<file path="config.mk">
export PLATFORM = sky130hd
export DESIGN_NAME = param_updown_counter
export DESIGN_NICKNAME = d
export VERILOG_FILES = /design/src/rtl/counter_pkg.sv /design/src/rtl/counter_prescaler.sv /design/src/rtl/param_updown_counter.sv
export SDC_FILE = /design/constraint.sdc
export NUM_CORES = 1
export LEC_CHECK = 0
export BUFFER_PORTS_ARGS = -buffer_cell sky130_fd_sc_hd__buf_2
export CORE_AREA = 2 2 39 41
export DETAILED_ROUTE_END_ITERATION = 7
export DIE_AREA = 0 0 41 43
export SETUP_SLACK_MARGIN = 0.3
export SLEW_MARGIN = 20
export SYNTH_ARGS = -nofsm -noshare
export SYNTH_HDL_FRONTEND = slang
export SYNTH_SLANG_ARGS = --single-unit
</file>
<file path="constraint.sdc">
create_clock -name clk -period 2.51 [get_ports clk]
set_input_delay 0.502 -clock clk [delete_from_list [all_inputs] [get_ports clk]]
set_output_delay 0.502 -clock clk [all_outputs]
set_load 0.02 [all_outputs]
</file>
<file path="src/rtl/counter_pkg.sv">
// Shared types and constants for the up/down counter family.
// Optional prescaler feature is selected with the COUNTER_PRESCALE_EN macro.
package counter_pkg;

    localparam int unsigned CNT_WIDTH_DEFAULT  = 3;
    localparam int unsigned CNT_MODULO_DEFAULT = 8;

    typedef enum logic {
        DIR_DOWN = 1'b0,
        DIR_UP   = 1'b1
    } cnt_dir_e;

    typedef enum logic {
        MODE_WRAP = 1'b0,
        MODE_SAT  = 1'b1
    } cnt_mode_e;

    // Width of a counter that runs 0..prescale-1; never narrower than 1 bit.
    function automatic int unsigned prescale_width(input int unsigned prescale);
        return (prescale > 1) ? $clog2(prescale) : 1;
    endfunction

endpackage

</file>
<file path="src/rtl/counter_prescaler.sv">
// Enable divider: asserts tick_o on every PRESCALE-th en_i cycle.
// Instantiated by param_updown_counter only when COUNTER_PRESCALE_EN is defined;
// also reusable as a baud-rate enable divider.
module counter_prescaler
    import counter_pkg::*;
#(
    parameter int unsigned PRESCALE = 4
) (
    input  logic clk_i,
    input  logic rst_i,
    input  logic clr_i,
    input  logic en_i,
    output logic tick_o
);

    localparam int unsigned     PW   = prescale_width(PRESCALE);
    localparam logic [PW-1:0]   LAST = PW'(PRESCALE - 1);

    logic [PW-1:0] cnt_q;
    logic [PW-1:0] cnt_d;

    assign tick_o = en_i && (cnt_q == LAST);

    // Next prescaler value: clear wins, otherwise count enabled cycles and roll over on tick.
    always_comb begin
        cnt_d = cnt_q;
        if (clr_i) begin
            cnt_d = '0;
        end else if (en_i) begin
            cnt_d = tick_o ? '0 : cnt_q + 1'b1;
        end
    end

    // Prescaler register with synchronous reset.
    always_ff @(posedge clk_i) begin
        if (rst_i) begin
            cnt_q <= '0;
        end else begin
            cnt_q <= cnt_d;
        end
    end

endmodule

</file>
<file path="src/rtl/param_updown_counter.sv">
// Mod-MODULO up/down counter with enable, parallel load (clamped), wrap or
// saturate mode, registered terminal-count pulse and sticky overflow flag.
// Define COUNTER_PRESCALE_EN to divide the enable by PRESCALE before stepping.
module param_updown_counter
    import counter_pkg::*;
#(
    parameter int unsigned WIDTH    = CNT_WIDTH_DEFAULT,
    parameter int unsigned MODULO   = CNT_MODULO_DEFAULT,
    parameter int unsigned PRESCALE = 4
) (
    input  logic             clk,
    input  logic             rst,
    input  logic             en,
    input  logic             up,
    input  logic             sat_mode,
    input  logic             load,
    input  logic [WIDTH-1:0] load_val,
    input  logic             clr_ovf,
    output logic [WIDTH-1:0] count,
    output logic             tc,
    output logic             ovf
);

    // An illegal parameter set freezes the counter instead of producing odd wraps.
    localparam logic PARAMS_OK = (WIDTH >= 2) && (WIDTH <= 16) &&
                                 (MODULO >= 2) && (MODULO <= (32'd1 << WIDTH)) &&
                                 (PRESCALE >= 1) && (PRESCALE <= 256);

    // Highest legal count, held one bit wider so MODULO == 2**WIDTH still fits.
    localparam logic [WIDTH:0] MAXV = (WIDTH + 1)'(MODULO - 1);

    logic [WIDTH-1:0] count_q, count_d;
    logic             tc_q, tc_d;
    logic             ovf_q, ovf_d;
    logic             step;
    logic [WIDTH:0]   cnt_ext;
    logic [WIDTH:0]   load_ext;
    cnt_dir_e         dir;
    cnt_mode_e        mode;

`ifdef COUNTER_PRESCALE_EN
    logic pre_tick;

    counter_prescaler #(
        .PRESCALE (PRESCALE)
    ) u_prescaler (
        .clk_i  (clk),
        .rst_i  (rst),
        .clr_i  (load),
        .en_i   (en),
        .tick_o (pre_tick)
    );

    assign step = pre_tick & PARAMS_OK;
`else
    assign step = en & PARAMS_OK;
`endif

    assign dir      = cnt_dir_e'(up);
    assign mode     = cnt_mode_e'(sat_mode);
    assign cnt_ext  = {1'b0, count_q};
    assign load_ext = {1'b0, load_val};

    // Next count and flags: load beats step; a boundary event raises tc and ovf.
    always_comb begin
        count_d = count_q;
        tc_d    = 1'b0;
        ovf_d   = ovf_q & ~clr_ovf;
        if (load) begin
            count_d = (load_ext > MAXV) ? WIDTH'(MAXV) : load_val;
        end else if (step) begin
            if (dir == DIR_UP) begin
                if (cnt_ext == MAXV) begin
                    count_d = (mode == MODE_SAT) ? count_q : '0;
                    tc_d    = 1'b1;
                    ovf_d   = 1'b1;
                end else begin
                    count_d = WIDTH'(cnt_ext + 1'b1);
                end
            end else begin
                if (cnt_ext == '0) begin
                    count_d = (mode == MODE_SAT) ? count_q : WIDTH'(MAXV);
                    tc_d    = 1'b1;
                    ovf_d   = 1'b1;
                end else begin
                    count_d = WIDTH'(cnt_ext - 1'b1);
                end
            end
        end
    end

    // Output registers with synchronous reset.
    always_ff @(posedge clk) begin
        if (rst) begin
            count_q <= '0;
            tc_q    <= 1'b0;
            ovf_q   <= 1'b0;
        end else begin
            count_q <= count_d;
            tc_q    <= tc_d;
            ovf_q   <= ovf_d;
        end
    end

    assign count = count_q;
    assign tc    = tc_q;
    assign ovf   = ovf_q;

endmodule

</file>
==> reports/results.tsv <==
metric	value	unit
status	finished clean	
synthAdderAreaFrac	14.7	%
async_flop_share	0	%
synth.top_cells.by_count	dfxtp_1, nand2_1, ha_1	
core-area	1380	um^2
antenna_found_initial	0	
gp_congestion	0.759	
power_density	562	nW/um^2
area_growth	34.1	%
drt_drc_violations_left	0	
fin_hold_ws	0.484	ns
critical_path_arrival	1.84	ns
chipHeight	43	um
vias_per_cell	4.68	
clk_pin_slew	0.05	ns
hpwl	601	um
drive_gt1_share	35.7	%
ys.flop_type	dfxtp_1	
synth_area_leader_cell	dfxtp_1	
syn_area	342	um^2
cp.required	2.64	ns
holdCritStartpoint	ovf	
max_stage_delay	0.42	ns
fp.dieArea	1760	um^2
vias	337	
row_count	14	
n_antenna_cell	0	
whs_path_depth	2	
cts_tree	built	
setup_viol_count_final	0	
clock_latency	0.24	ns
die_w	41	um
synth_top_family_by_area	simple AND/OR/NAND/NOR gates	
clockBufferDepth	2	
cts-htree-levels	1	
crit_path_end_kind	register	
synth_edf_count	0	
synthTopCellsByArea	dfxtp_1, ha_1, a31oi_4, nand2_1, a311oi_1	
totalNegativeSetupSlack	0	ns
synth_compound_area_share	22.7	%
ctsHoldBuffers	0	
synthMuxAreaShare	2.93	%
ys_types	20	
synth-simple-area-share	24.5	%
rrSetupSlack	0.80	ns
min_period	1.71	ns
wl_per_cell	10.2	um
startpoint_type	register	
wl	731	um
min_to	ovf	
r2r_start	count[0]	
tightest_slew	0.280	ns
cts_resized	0	
postCtsSetupBuffers	0	
synth_xor_area_share	2.56	%
relSlewSlack	81.3	%
hold_violations	0	
grt_max_degree	7	
synth.top_cell.area_share	29.3	%
cts-root-buf	clkbuf_4	
r2r-end	count[1]	
initial_core_util	24.7	%
cts_sinks	5	
cp_max_fo	5	
ios	15	
synth_cells	38	
grt_pass1_vias	311	
syn_area_per_cell	8.99	um^2
cts-buffers-inserted	3	
worstPathCellList	inv_1, ha_1, or3b_4, a31oi_4, mux2i_1, a211oi_2	
final_nets	71	
ir_drop	0.247	mV
rsz0062_at_grt	no	
slowest_stage	or3b_4	
synth_nets	52	
min_path_type	register to register	
drv_slew	0	
numPortBuffers	14	
max_cap_violations	0	
period_share	68.0	%
ys_ff_latch	5	
grt_pass1_wl	1.19	mm
cp_num_buf_inv	1	
drtIter0Drc	0	
drt-pass1-iter-count	1	
r2r_cells	6	
grt-ovfl-total	0	
ant_nets	0	
maxClockFrequency	0.586	GHz
crit_family	simple AND/OR/NAND/NOR gates	
crit_type	register to register	
fin_skew	0.00375	ns
leakage	0.000215	uW
ys_warn_count	0	
synth_seq_area_share	29.3	%
grt_use_total	9.95	%
how the worst max path moves through the flow:
stage / slack, ns / startpoint / to / cells past startpoint
after floorplan: 0.81 / count[0] / count[1] / 6
after global placement: 0.81 / up / count[0] / 5
after detailed placement: 0.78 / up / count[1] / 5
after CTS: 0.80 / count[0] / count[1] / 6
after global routing: 0.64 / count[0] / count[0] / 6
final: 0.80 / count[0] / count[1] / 6
layer usage:
layer / GRT usage [%] / share of wire [%]
met4: 6.00 / 1.5
met3: 1.57 / 2.7
met5: 0 / 0
met1: 11.6 / 45
met2: 15.9 / 51
kinds of logic after synthesis:
kind of cell	Yosys count
adder cells (fa/ha/maj)	4
AND/OR/NAND/NOR	16
XOR/XNOR	1
AO/OA/AOI/OAI	8
flip-flops	5
multiplexers	1
buffers and inverters	3
stage by stage:
stage                     instance area [um^2]  worst slack (ns)  util (%)  std cells  power [uW]
after global placement                     432             0.805      31.2         68         162
after floorplan                            342             0.813         -         38         139
after global routing                       458             0.642      33.1         72         275
after CTS                                  458             0.802      33.1         72         259
after detailed placement                   432             0.783      31.2         68         162
final                                      458             0.804      33.1         72         257
registers in the layout, summed over array words and instances (netlist names):
register and flops:
count 3, ovf 1, tc 1
cell type report:
cell class              instances  area (um^2)
fillers                       151          926
multi-input cells              30          230
flip-flops and latches          5          100
repair buffers                 14         70.1
clock buffers                   4         26.3
well taps                      16         20.0
inverters                       3         11.3
cell usage in the layout, fill, tap and decap left out, drive strengths merged:
cell type / netlist / layout
nand3: 1 / 1
or3: 1 / 1
inv: 3 / 3
nand2b: 2 / 2
dfxtp: 5 / 5
a311oi: 2 / 2
nor3: 1 / 1
a21oi: 1 / 1
a31oi: 1 / 1
a211oi: 3 / 3
nand2: 5 / 5
o22ai: 1 / 1
mux2i: 1 / 1
nand3b: 1 / 1
buf: 0 / 14
xnor2: 1 / 1
nor2: 3 / 3
clkbuf: 0 / 4
ha: 4 / 4
nor2b: 1 / 1
or3b: 1 / 1
worst register-to-register path, delay by kind of cell, from the launching register on:
kind	cells	cell delay (ns)
AOI/OAI and AO/OA	2	0.32
and+or+nand+nor	1	0.42
muxes	1	0.23
adders and majority gates	1	0.19
buffers and inverters	1	0.09
DFF	1	0.35
power by group:
group / switching [uW] / internal, uW / leakage (uW) / total (uW)
sequential: 6.36 / 85.1 / 0.0000412 / 91.5
clock: 37.2 / 60.4 / 0.0000150 / 97.6
combinational: 36.2 / 32.3 / 0.000159 / 68.4
total: 79.7 / 178 / 0.000215 / 257
Note: power is estimated with default switching activity, not from simulation.
